$ cat src/rtl/stream_mux_4to1.sv
// Four-source valid/ready stream merge with round-robin arbitration and packet locking.
// The output beat is registered; in_ready is the only combinational output.
module stream_mux_4to1 #(
  parameter int unsigned WIDTH = 8
) (
  input  logic                 clk,
  input  logic                 rst_n,
  input  logic [4*WIDTH-1:0]   in_data,
  input  logic [3:0]           in_last,
  input  logic [3:0]           in_valid,
  output logic [3:0]           in_ready,
  output logic [WIDTH-1:0]     out_data,
  output logic                 out_last,
  output logic [1:0]           out_sel,
  output logic                 out_valid,
  input  logic                 out_ready
);

  localparam int unsigned N_SRC = 4;
  localparam int unsigned SEL_W = 2;

  typedef enum logic {
    ST_IDLE   = 1'b0,
    ST_LOCKED = 1'b1
  } state_e;

  state_e             state_q, state_d;
  logic [SEL_W-1:0]   ptr_q, ptr_d;
  logic [SEL_W-1:0]   owner_q, owner_d;
  logic [WIDTH-1:0]   data_q, data_d;
  logic               last_q, last_d;
  logic [SEL_W-1:0]   sel_q, sel_d;
  logic               valid_q, valid_d;

  logic               can_load;
  logic               cand_found;
  logic [SEL_W-1:0]   cand;
  logic               grant_vld;
  logic [SEL_W-1:0]   grant_idx;
  logic [WIDTH-1:0]   grant_data;
  logic               grant_last;

  // Round-robin candidate: first valid source after the last granted index.
  always_comb begin
    logic [SEL_W-1:0] idx;
    cand_found = 1'b0;
    cand       = ptr_q;
    idx        = ptr_q;
    for (int k = 1; k <= int'(N_SRC); k++) begin
      idx = ptr_q + SEL_W'(k);
      if (!cand_found && in_valid[idx]) begin
        cand_found = 1'b1;
        cand       = idx;
      end
    end
  end

  assign can_load = ~valid_q | out_ready;

  // Arbitration, lock tracking and output register next-state.
  always_comb begin
    state_d    = state_q;
    ptr_d      = ptr_q;
    owner_d    = owner_q;
    data_d     = data_q;
    last_d     = last_q;
    sel_d      = sel_q;
    valid_d    = valid_q;
    in_ready   = '0;
    grant_vld  = 1'b0;
    grant_idx  = cand;
    grant_data = '0;
    grant_last = 1'b0;

    unique case (state_q)
      ST_IDLE: begin
        if (cand_found && can_load) begin
          grant_vld = 1'b1;
          grant_idx = cand;
          ptr_d     = cand;
          if (!in_last[cand]) begin
            state_d = ST_LOCKED;
            owner_d = cand;
          end
        end
      end
      ST_LOCKED: begin
        if (in_valid[owner_q] && can_load) begin
          grant_vld = 1'b1;
          grant_idx = owner_q;
          if (in_last[owner_q]) begin
            state_d = ST_IDLE;
          end
        end
      end
      default: state_d = ST_IDLE;
    endcase

    // Hold off all handshakes while reset is asserted.
    if (!rst_n) begin
      grant_vld = 1'b0;
    end

    for (int i = 0; i < int'(N_SRC); i++) begin
      if (grant_idx == SEL_W'(i)) begin
        grant_data = in_data[i*WIDTH +: WIDTH];
        grant_last = in_last[i];
      end
    end

    if (grant_vld) begin
      in_ready[grant_idx] = 1'b1;
      data_d  = grant_data;
      last_d  = grant_last;
      sel_d   = grant_idx;
      valid_d = 1'b1;
    end else if (out_ready) begin
      valid_d = 1'b0;
    end
  end

  always_ff @(posedge clk or negedge rst_n) begin
    if (!rst_n) begin
      state_q <= ST_IDLE;
      ptr_q   <= SEL_W'(N_SRC - 1);
      owner_q <= '0;
      data_q  <= '0;
      last_q  <= 1'b0;
      sel_q   <= '0;
      valid_q <= 1'b0;
    end else begin
      state_q <= state_d;
      ptr_q   <= ptr_d;
      owner_q <= owner_d;
      data_q  <= data_d;
      last_q  <= last_d;
      sel_q   <= sel_d;
      valid_q <= valid_d;
    end
  end

  assign out_data  = data_q;
  assign out_last  = last_q;
  assign out_sel   = sel_q;
  assign out_valid = valid_q;

endmodule

$ cat config.mk
export PLATFORM = sky130hd
export DESIGN_NAME = stream_mux_4to1
export DESIGN_NICKNAME = d
export VERILOG_FILES = /design/src/rtl/stream_mux_4to1.sv
export SDC_FILE = /design/constraint.sdc
export NUM_CORES = 1
export LEC_CHECK = 0
export ABC_AREA = 0
export CORE_MARGIN = 1
export CORE_UTILIZATION = 42
export CTS_BUF_LIST = sky130_fd_sc_hd__clkbuf_4 sky130_fd_sc_hd__clkbuf_8
export CTS_CLUSTER_SIZE = 28
export DETAILED_ROUTE_END_ITERATION = 8
export PLACE_DENSITY_LB_ADDON = 0.2
export SYNTH_ARGS = -nofsm -noshare
export SYNTH_HDL_FRONTEND = slang
export SYNTH_SLANG_ARGS = --single-unit
$ cat constraint.sdc
create_clock -name clk -period 3.6 [get_ports clk]
set_clock_uncertainty 0.05 [all_clocks]
set_input_delay 1.08 -clock clk [delete_from_list [all_inputs] [get_ports clk]]
set_output_delay 1.08 -clock clk [all_outputs]
set_load 0.01 [all_outputs]
==> results of run 1 <==
==> timing repair <==
action	CTS	global route
setup endpoints to repair	4	5
hold buffers	0	0
resized for setup	55	5
pin swaps	6	3
setup buffers	18	0
==> sequential cells by signal, indices dropped and copies added (netlist names) <==
| signal | count |
|---|---|
| out_last | 1 |
| owner_q | 2 |
| out_sel | 2 |
| out_data | 8 |
| state_q | 1 |
| out_valid | 1 |
| ptr_q | 2 |
==> how the worst min path moves through the flow <==
stage | from | to | slack [ns]
after global routing | out_sel[1] | out_sel[1] | 0.49
after detailed placement | out_sel[0] | out_sel[0] | 0.42
final | out_sel[0] | out_sel[0] | 0.46
after global placement | out_sel[0] | out_sel[0] | 0.41
after CTS | out_sel[0] | out_sel[0] | 0.44
after floorplan | out_sel[0] | out_sel[0] | 0.47
==> cells in the final DEF (no fill, tap or decap), types with 3 or more instances in the layout <==
cell type	synthesis	final
nand2_1	20	19
clkdlybuf4s50_1	0	49
clkbuf_4	0	3
nand2b_4	1	3
dfrtp_1	15	15
buf_4	0	27
mux2i_1	21	21
buf_2	0	4
a21o_1	3	3
nor2_1	6	5
o221ai_1	8	8
buf_6	5	9
==> worst max-delay path, delay by kind of cell <==
family / cells / cell delay (ns)
buf+inv: 2 / 0.25
mux: 2 / 0.80
simple gates: 3 / 0.36
==> per-stage QoR <==
step                area, um2  util (%)   TNS, ns  instances
global placement         1900      69.0     -3.09        214
CTS                      2130      77.2         0        236
global route             2140      77.6   -0.0505        235
detailed placement       1900      69.0     -3.28        214
floorplan                1220         -         0        116
finish                   2140      77.6  -0.00873        235
==> kinds of logic after synthesis <==
group | synth area share (%)
buffers and inverters | 5.22
AND/OR/NAND/NOR | 16.9
multiplexers | 24.8
AO/OA/AOI/OAI | 18.1
flip-flops | 35.0
==> power groups by stage <==
stage / clock network, uW / registers, uW / logic (uW)
after global placement: 0 / 388 / 921
after global routing: 118 / 422 / 1220
final: 107 / 407 / 1150
after floorplan: 0 / 397 / 584
after CTS: 111 / 400 / 1120
after detailed placement: 0 / 390 / 938
==> metal layers <==
| metal | up-vias | track usage (%) | part of all wire [%] |
|---|---|---|---|
| li1 | 619 | - | - |
| met5 | - | 0 | 0 |
| met3 | 14 | 5.58 | 5.0 |
| met2 | 52 | 48.4 | 53 |
| met4 | 0 | 14.6 | 3.2 |
| met1 | 628 | 28.7 | 39 |
==> cell type report <==
cell class                 count  area [um2]  share of cell area (%)
sequential                    17         428                    20.0
tap                           31        38.8                    1.81
multi-input combinational     92         818                    38.2
clock inverter                 1        5.00                   0.234
timing repair buffer          90         823                    38.5
clock buffer                   3        22.5                    1.05
inverter                       1        3.75                   0.175
==> cells in the mapped netlist (2+ instances only) <==
master and n:
mux2i_1 21, nand2_1 20, dfrtp_1 15, o221ai_1 8, nor2_1 6, buf_6 5, a21o_1 3, nor3_1 3
a22o_1 2, a31oi_1 2, a32oi_1 2, dfstp_2 2, mux2_1 2, mux4_2 2, nand3b_1 2, nor3b_1 2
==> flow_metrics.env, run 1 <==
export IMPL_synth_edf_count=0
export IMPL_syn_inst=116
export IMPL_power_per_cell_area_mw_per_mm2=778
export IMPL_p_total_uw=1660
export IMPL_setup_violations_final=1
export IMPL_coreArea_mm2=0.00276
export IMPL_power_frac_seq_pct=24.5
export IMPL_tritoncts="done"
export IMPL_arrival_ns=2.48
export IMPL_cp_end_kind="output port"
export IMPL_clock_sinks=17
export IMPL_violations="setup timing"
export IMPL_period_share_pct=100
export IMPL_max_cap_violations=0
export IMPL_dp_final_hpwl_um=2510
export IMPL_endpoint="in_ready[0]"
export IMPL_track_usage_pct=26.6
export IMPL_timing_final_hold_violations=0
export IMPL_finalNetCount=248
export IMPL_slew_violations=0
export IMPL_drive_gt1_share_pct=32.8
export IMPL_hold_depth=2
export IMPL_fin_ws_ns=-0.00873
export IMPL_yosys_area_top_type="dfrtp_1"
export IMPL_start_kind="input port"
export IMPL_syn_avg_cell_area_um2=10.5
export IMPL_antenna_cells=0
export IMPL_syn_area_mm2=0.00122
export IMPL_ios=59
export IMPL_yosysTopAreaCellShare_pct=30.7
export IMPL_cts_buffer_depth=2
export IMPL_r2r_start="owner_q[1]"
export IMPL_cp_slowest_cell="mux4_2"
export IMPL_clkTransAtPathRegs_ns=0.11
export IMPL_antenna_found_initial=0
export IMPL_path_max_fanout=6
export IMPL_grt_max_degree=18
export IMPL_rr_endpoint="out_sel[1]"
export IMPL_gp_congestion=0.897
export IMPL_p_clk_share_pct=6.5
export IMPL_dr_pass1_iters=4
export IMPL_die_area_mm2=0.00313
export IMPL_hp_class="reg2reg"
export IMPL_swShare_pct=40.9
export IMPL_pre_cts_ws_ns=-0.835
export IMPL_synthFlopType="dfrtp_1"
export IMPL_root_buffer="clkbuf_4"
export IMPL_row_count=19
export IMPL_yosysUniqueCellTypes=35
export IMPL_whs_ns=0.457
export IMPL_ys_warn_count=0
export IMPL_cp_startpoint="in_valid[2]"
export IMPL_initial_core_util_pct=44.3
export IMPL_status="complete, but fails checks"
export IMPL_leakagePower_uw=0.000951
export IMPL_port_buffers=58
export IMPL_p_int_uw=984
export IMPL_postRouteAntennaNets=0
export IMPL_drt_initial_drc_count=43
export IMPL_slew_limit_headroom_pct=66.6
export IMPL_fmax_ghz=0.277
export IMPL_remaining_drc_errors=0
export IMPL_grt_overflow_total=0
export IMPL_via_per_inst=5.59
export IMPL_rsz0062_at_grt="yes"
export IMPL_crit_type="in2out"
export IMPL_synth_seq_cells=17
export IMPL_vias=1313
export IMPL_synth_async_sr_flop_share_pct=100
export IMPL_r2r_cells=16
export IMPL_avgRoutedWirePerCell_um=16.7
export IMPL_cts_buffers=3
export IMPL_insertion_delay_ns=0.29
export IMPL_drt_wl_total_um=3920
export IMPL_die_y_um=56.0
export IMPL_peakVddDrop_mv=0.554
export IMPL_ys_seq_area_share_pct=35.0
export IMPL_cp_required_ns=2.47
export IMPL_first_global_vias=1441
export IMPL_num_fill_cells=181
export IMPL_area_growth_syn_to_layout_pct=75.0
export IMPL_die_w_um=56.0
export IMPL_r2r_slack_ns=0.33
export IMPL_crit_path_cell_trace="buf_6, mux4_2, nand3_4, mux2i_4, nand2_2, nor2_1, buf_2"
export IMPL_cts_max_level=1
export IMPL_syn_num_nets=159
export IMPL_power_switching_uw=680
export IMPL_tightest_slew_ns=0.501
export IMPL_slowest_delay_ns=0.51
export IMPL_grt_pass1_wl_um=6440
export IMPL_synth_area_top_cells="dfrtp_1, mux2i_1, nand2_1"
export IMPL_combPwrFrac_pct=69.1
export IMPL_period_minus_slack_ns=3.61
(Power assumes the default switching activity.)
==> inputs of run 2 (changes only) <==
--- a/config.mk
+++ b/config.mk
@@ -11,7 +11,9 @@
 export CTS_BUF_LIST = sky130_fd_sc_hd__clkbuf_4 sky130_fd_sc_hd__clkbuf_8
 export CTS_CLUSTER_SIZE = 28
 export DETAILED_ROUTE_END_ITERATION = 8
+export MAX_ROUTING_LAYER = met4
 export PLACE_DENSITY_LB_ADDON = 0.2
+export RECOVER_POWER = 100
 export SYNTH_ARGS = -nofsm -noshare
 export SYNTH_HDL_FRONTEND = slang
 export SYNTH_SLANG_ARGS = --single-unit
==> run 2 against run 1 <==
Against the previous run:
- sequential cell count did not move
- die area stayed put
- clock-buffer cell count stayed put
- clock power hardly changed
- the run still ends with setup timing left
- register-to-register slack is essentially flat
- largest power group unchanged
==> flow_metrics.env, run 2 (synthesis results as in run 1) <==
export IMPL_drt_initial_drc_count=49
export IMPL_arrival_ns=2.48
export IMPL_cp_end_kind="output port"
export IMPL_peakVddDrop_mv=0.556
export IMPL_port_buffers=58
export IMPL_grt_overflow_total=0
export IMPL_max_cap_violations=0
export IMPL_utilization_pct=77.0
export IMPL_leakagePower_uw=0.000951
export IMPL_root_buffer="clkbuf_4"
export IMPL_antenna_cells=0
export IMPL_drt_wl_total_um=3930
export IMPL_avgRoutedWirePerCell_um=16.7
export IMPL_layout_commonest_cell="clkdlybuf4s50_1"
export IMPL_remaining_drc_errors=0
export IMPL_finalNetCount=248
export IMPL_num_fill_cells=184
export IMPL_gp_congestion=0.912
export IMPL_first_global_vias=1442
export IMPL_combPwrFrac_pct=68.5
export IMPL_clock_sinks=17
export IMPL_rsz0062_at_grt="yes"
export IMPL_r2r_start="owner_q[1]"
export IMPL_dr_pass1_iters=4
export IMPL_p_total_uw=1630
export IMPL_fmax_ghz=0.277
export IMPL_r2r_cells=16
export IMPL_row_count=19
export IMPL_p_clk_share_pct=6.6
export IMPL_dp_final_hpwl_um=2510
export IMPL_slew_violations=0
export IMPL_insertion_delay_ns=0.30
export IMPL_gr_usage_met3_pct=5.35
export IMPL_crit_type="in2out"
export IMPL_met1_usage_pct=29.0
export IMPL_die_y_um=56.0
export IMPL_via_per_inst=5.63
export IMPL_setup_violations_final=1
export IMPL_cts_max_level=1
export IMPL_hp_class="reg2reg"
export IMPL_initial_core_util_pct=44.3
export IMPL_vias=1322
export IMPL_period_share_pct=100
export IMPL_crit_path_cell_trace="buf_6, mux4_2, nand3_4, mux2i_4, nand2_2, nor2_1, buf_2"
export IMPL_cp_slowest_cell="mux4_2"
export IMPL_violations="setup timing"
export IMPL_antenna_found_initial=0
export IMPL_cts_buffer_depth=2
export IMPL_slew_limit_headroom_pct=36.1
export IMPL_drive_gt1_share_pct=30.9
export IMPL_power_frac_seq_pct=24.9
export IMPL_hold_buffers=0
export IMPL_coreArea_mm2=0.00276
export IMPL_placed_cell_area_mm2=0.00190
export IMPL_grt_max_degree=18
export IMPL_swShare_pct=41.4
export IMPL_mostFrequentLayoutCells="clkdlybuf4s50_1, buf_4, mux2i_1, nand2_1, dfrtp_1"
export IMPL_start_kind="input port"
export IMPL_slowest_delay_ns=0.51
export IMPL_crit_family="multiplexers"
export IMPL_track_usage_pct=27.5
export IMPL_die_w_um=56.0
export IMPL_power_per_cell_area_mw_per_mm2=767
export IMPL_tightest_slew_ns=0.959
export IMPL_largest_reg_flops=8
export IMPL_ios=59
export IMPL_area_growth_syn_to_layout_pct=73.8
export IMPL_cts_buffers=3
export IMPL_rr_endpoint="out_sel[1]"
export IMPL_grt_pass1_wl_um=6420
export IMPL_clkTransAtPathRegs_ns=0.10
export IMPL_final_area_mm2=0.00212
export IMPL_period_minus_slack_ns=3.61
export IMPL_hold_depth=2
export IMPL_top_usage_layer="met2"
export IMPL_r2r_slack_ns=0.32
export IMPL_power_switching_uw=675
export IMPL_p_int_uw=954
export IMPL_worstSetupPathDepth=7
export IMPL_postRouteAntennaNets=0
export IMPL_min_delay_start="out_sel[0]"
export IMPL_cp_required_ns=2.47
export IMPL_tritoncts="done"
export IMPL_path_max_fanout=6
export IMPL_grt_use_met2_pct=48.4
export IMPL_whs_ns=0.448
export IMPL_critPathBufInv=2
export IMPL_die_area_mm2=0.00313
export IMPL_whs_endpoint="out_sel[0]"
export IMPL_fin_ws_ns=-0.00688
export IMPL_status="complete, but fails checks"
export IMPL_timing_final_hold_violations=0
run 2: cell types whose count changed in the layout (fill, tap and decap cells not counted):
| cell | previous run | this run |
|---|---|---|
| clkbuf_1 | 0 | 3 |
| dlygate4sd3_1 | 0 | 13 |
| o21ai_1 | 0 | 1 |
| o21ai_2 | 1 | 0 |
| buf_4 | 27 | 22 |
| clkbuf_4 | 3 | 5 |
| clkdlybuf4s50_1 | 49 | 36 |
run 2: power groups by stage:
stage / registers (uW) / logic (uW) / clock network (uW)
floorplan: 397 / 584 / 0
global placement: 388 / 921 / 0
detailed placement: 390 / 938 / 0
CTS: 400 / 1120 / 111
global route: 418 / 1190 / 120
finish: 405 / 1120 / 108
run 2: routing by layer:
metal | vias up | routed length, um
met5 | - | 0
met4 | 0 | 129
met3 | 14 | 185
met2 | 47 | 2060
met1 | 642 | 1560
li1 | 619 | -
run 2: layout make-up:
class                      count  area (um2)  share of cell area (%)
sequential                    17         428                    20.1
timing repair buffer          90         812                    38.2
multi-input combinational     92         815                    38.3
clock inverter                 1        5.00                   0.236
clock buffer                   3        22.5                    1.06
inverter                       1        3.75                   0.177
tap                           31        38.8                    1.83
run 2: worst max path at each step:
stage / startpoint / end / slack [ns]
floorplan: in_valid[3] / in_ready[0] / 0.07
global placement: in_valid[0] / in_ready[3] / -0.79
detailed placement: in_valid[0] / in_ready[3] / -0.83
CTS: in_valid[0] / in_ready[0] / 0.007
global route: in_valid[0] / in_ready[0] / -0.04
finish: in_valid[2] / in_ready[0] / -0.007
run 2: worst register-to-register path: cells and delay by family, from the launching register on:
kind	cells	cell delay, ns
AO/OA/AOI/OAI	1	0.09
buffers and inverters	11	1.33
AND/OR/NAND/NOR	2	0.25
multiplexers	2	0.90
flip-flops	1	0.55
run 2: repair_timing:
action	in CTS	in global routing
hold endpoints to repair	0	0
gates resized for setup	55	5
setup endpoints to repair	4	5
pin swaps	6	3
buffers inserted	18	0
run 2: metrics by stage:
stage,std cells,TNS [ns],setup WS (ns)
2_1_floorplan,116,0,0.0667
3_3_place_gp,214,-3.09,-0.794
3_5_place_dp,214,-3.28,-0.835
4_1_cts,236,0,0.00688
5_1_grt,235,-0.0693,-0.0393
6_report,235,-0.00688,-0.00688
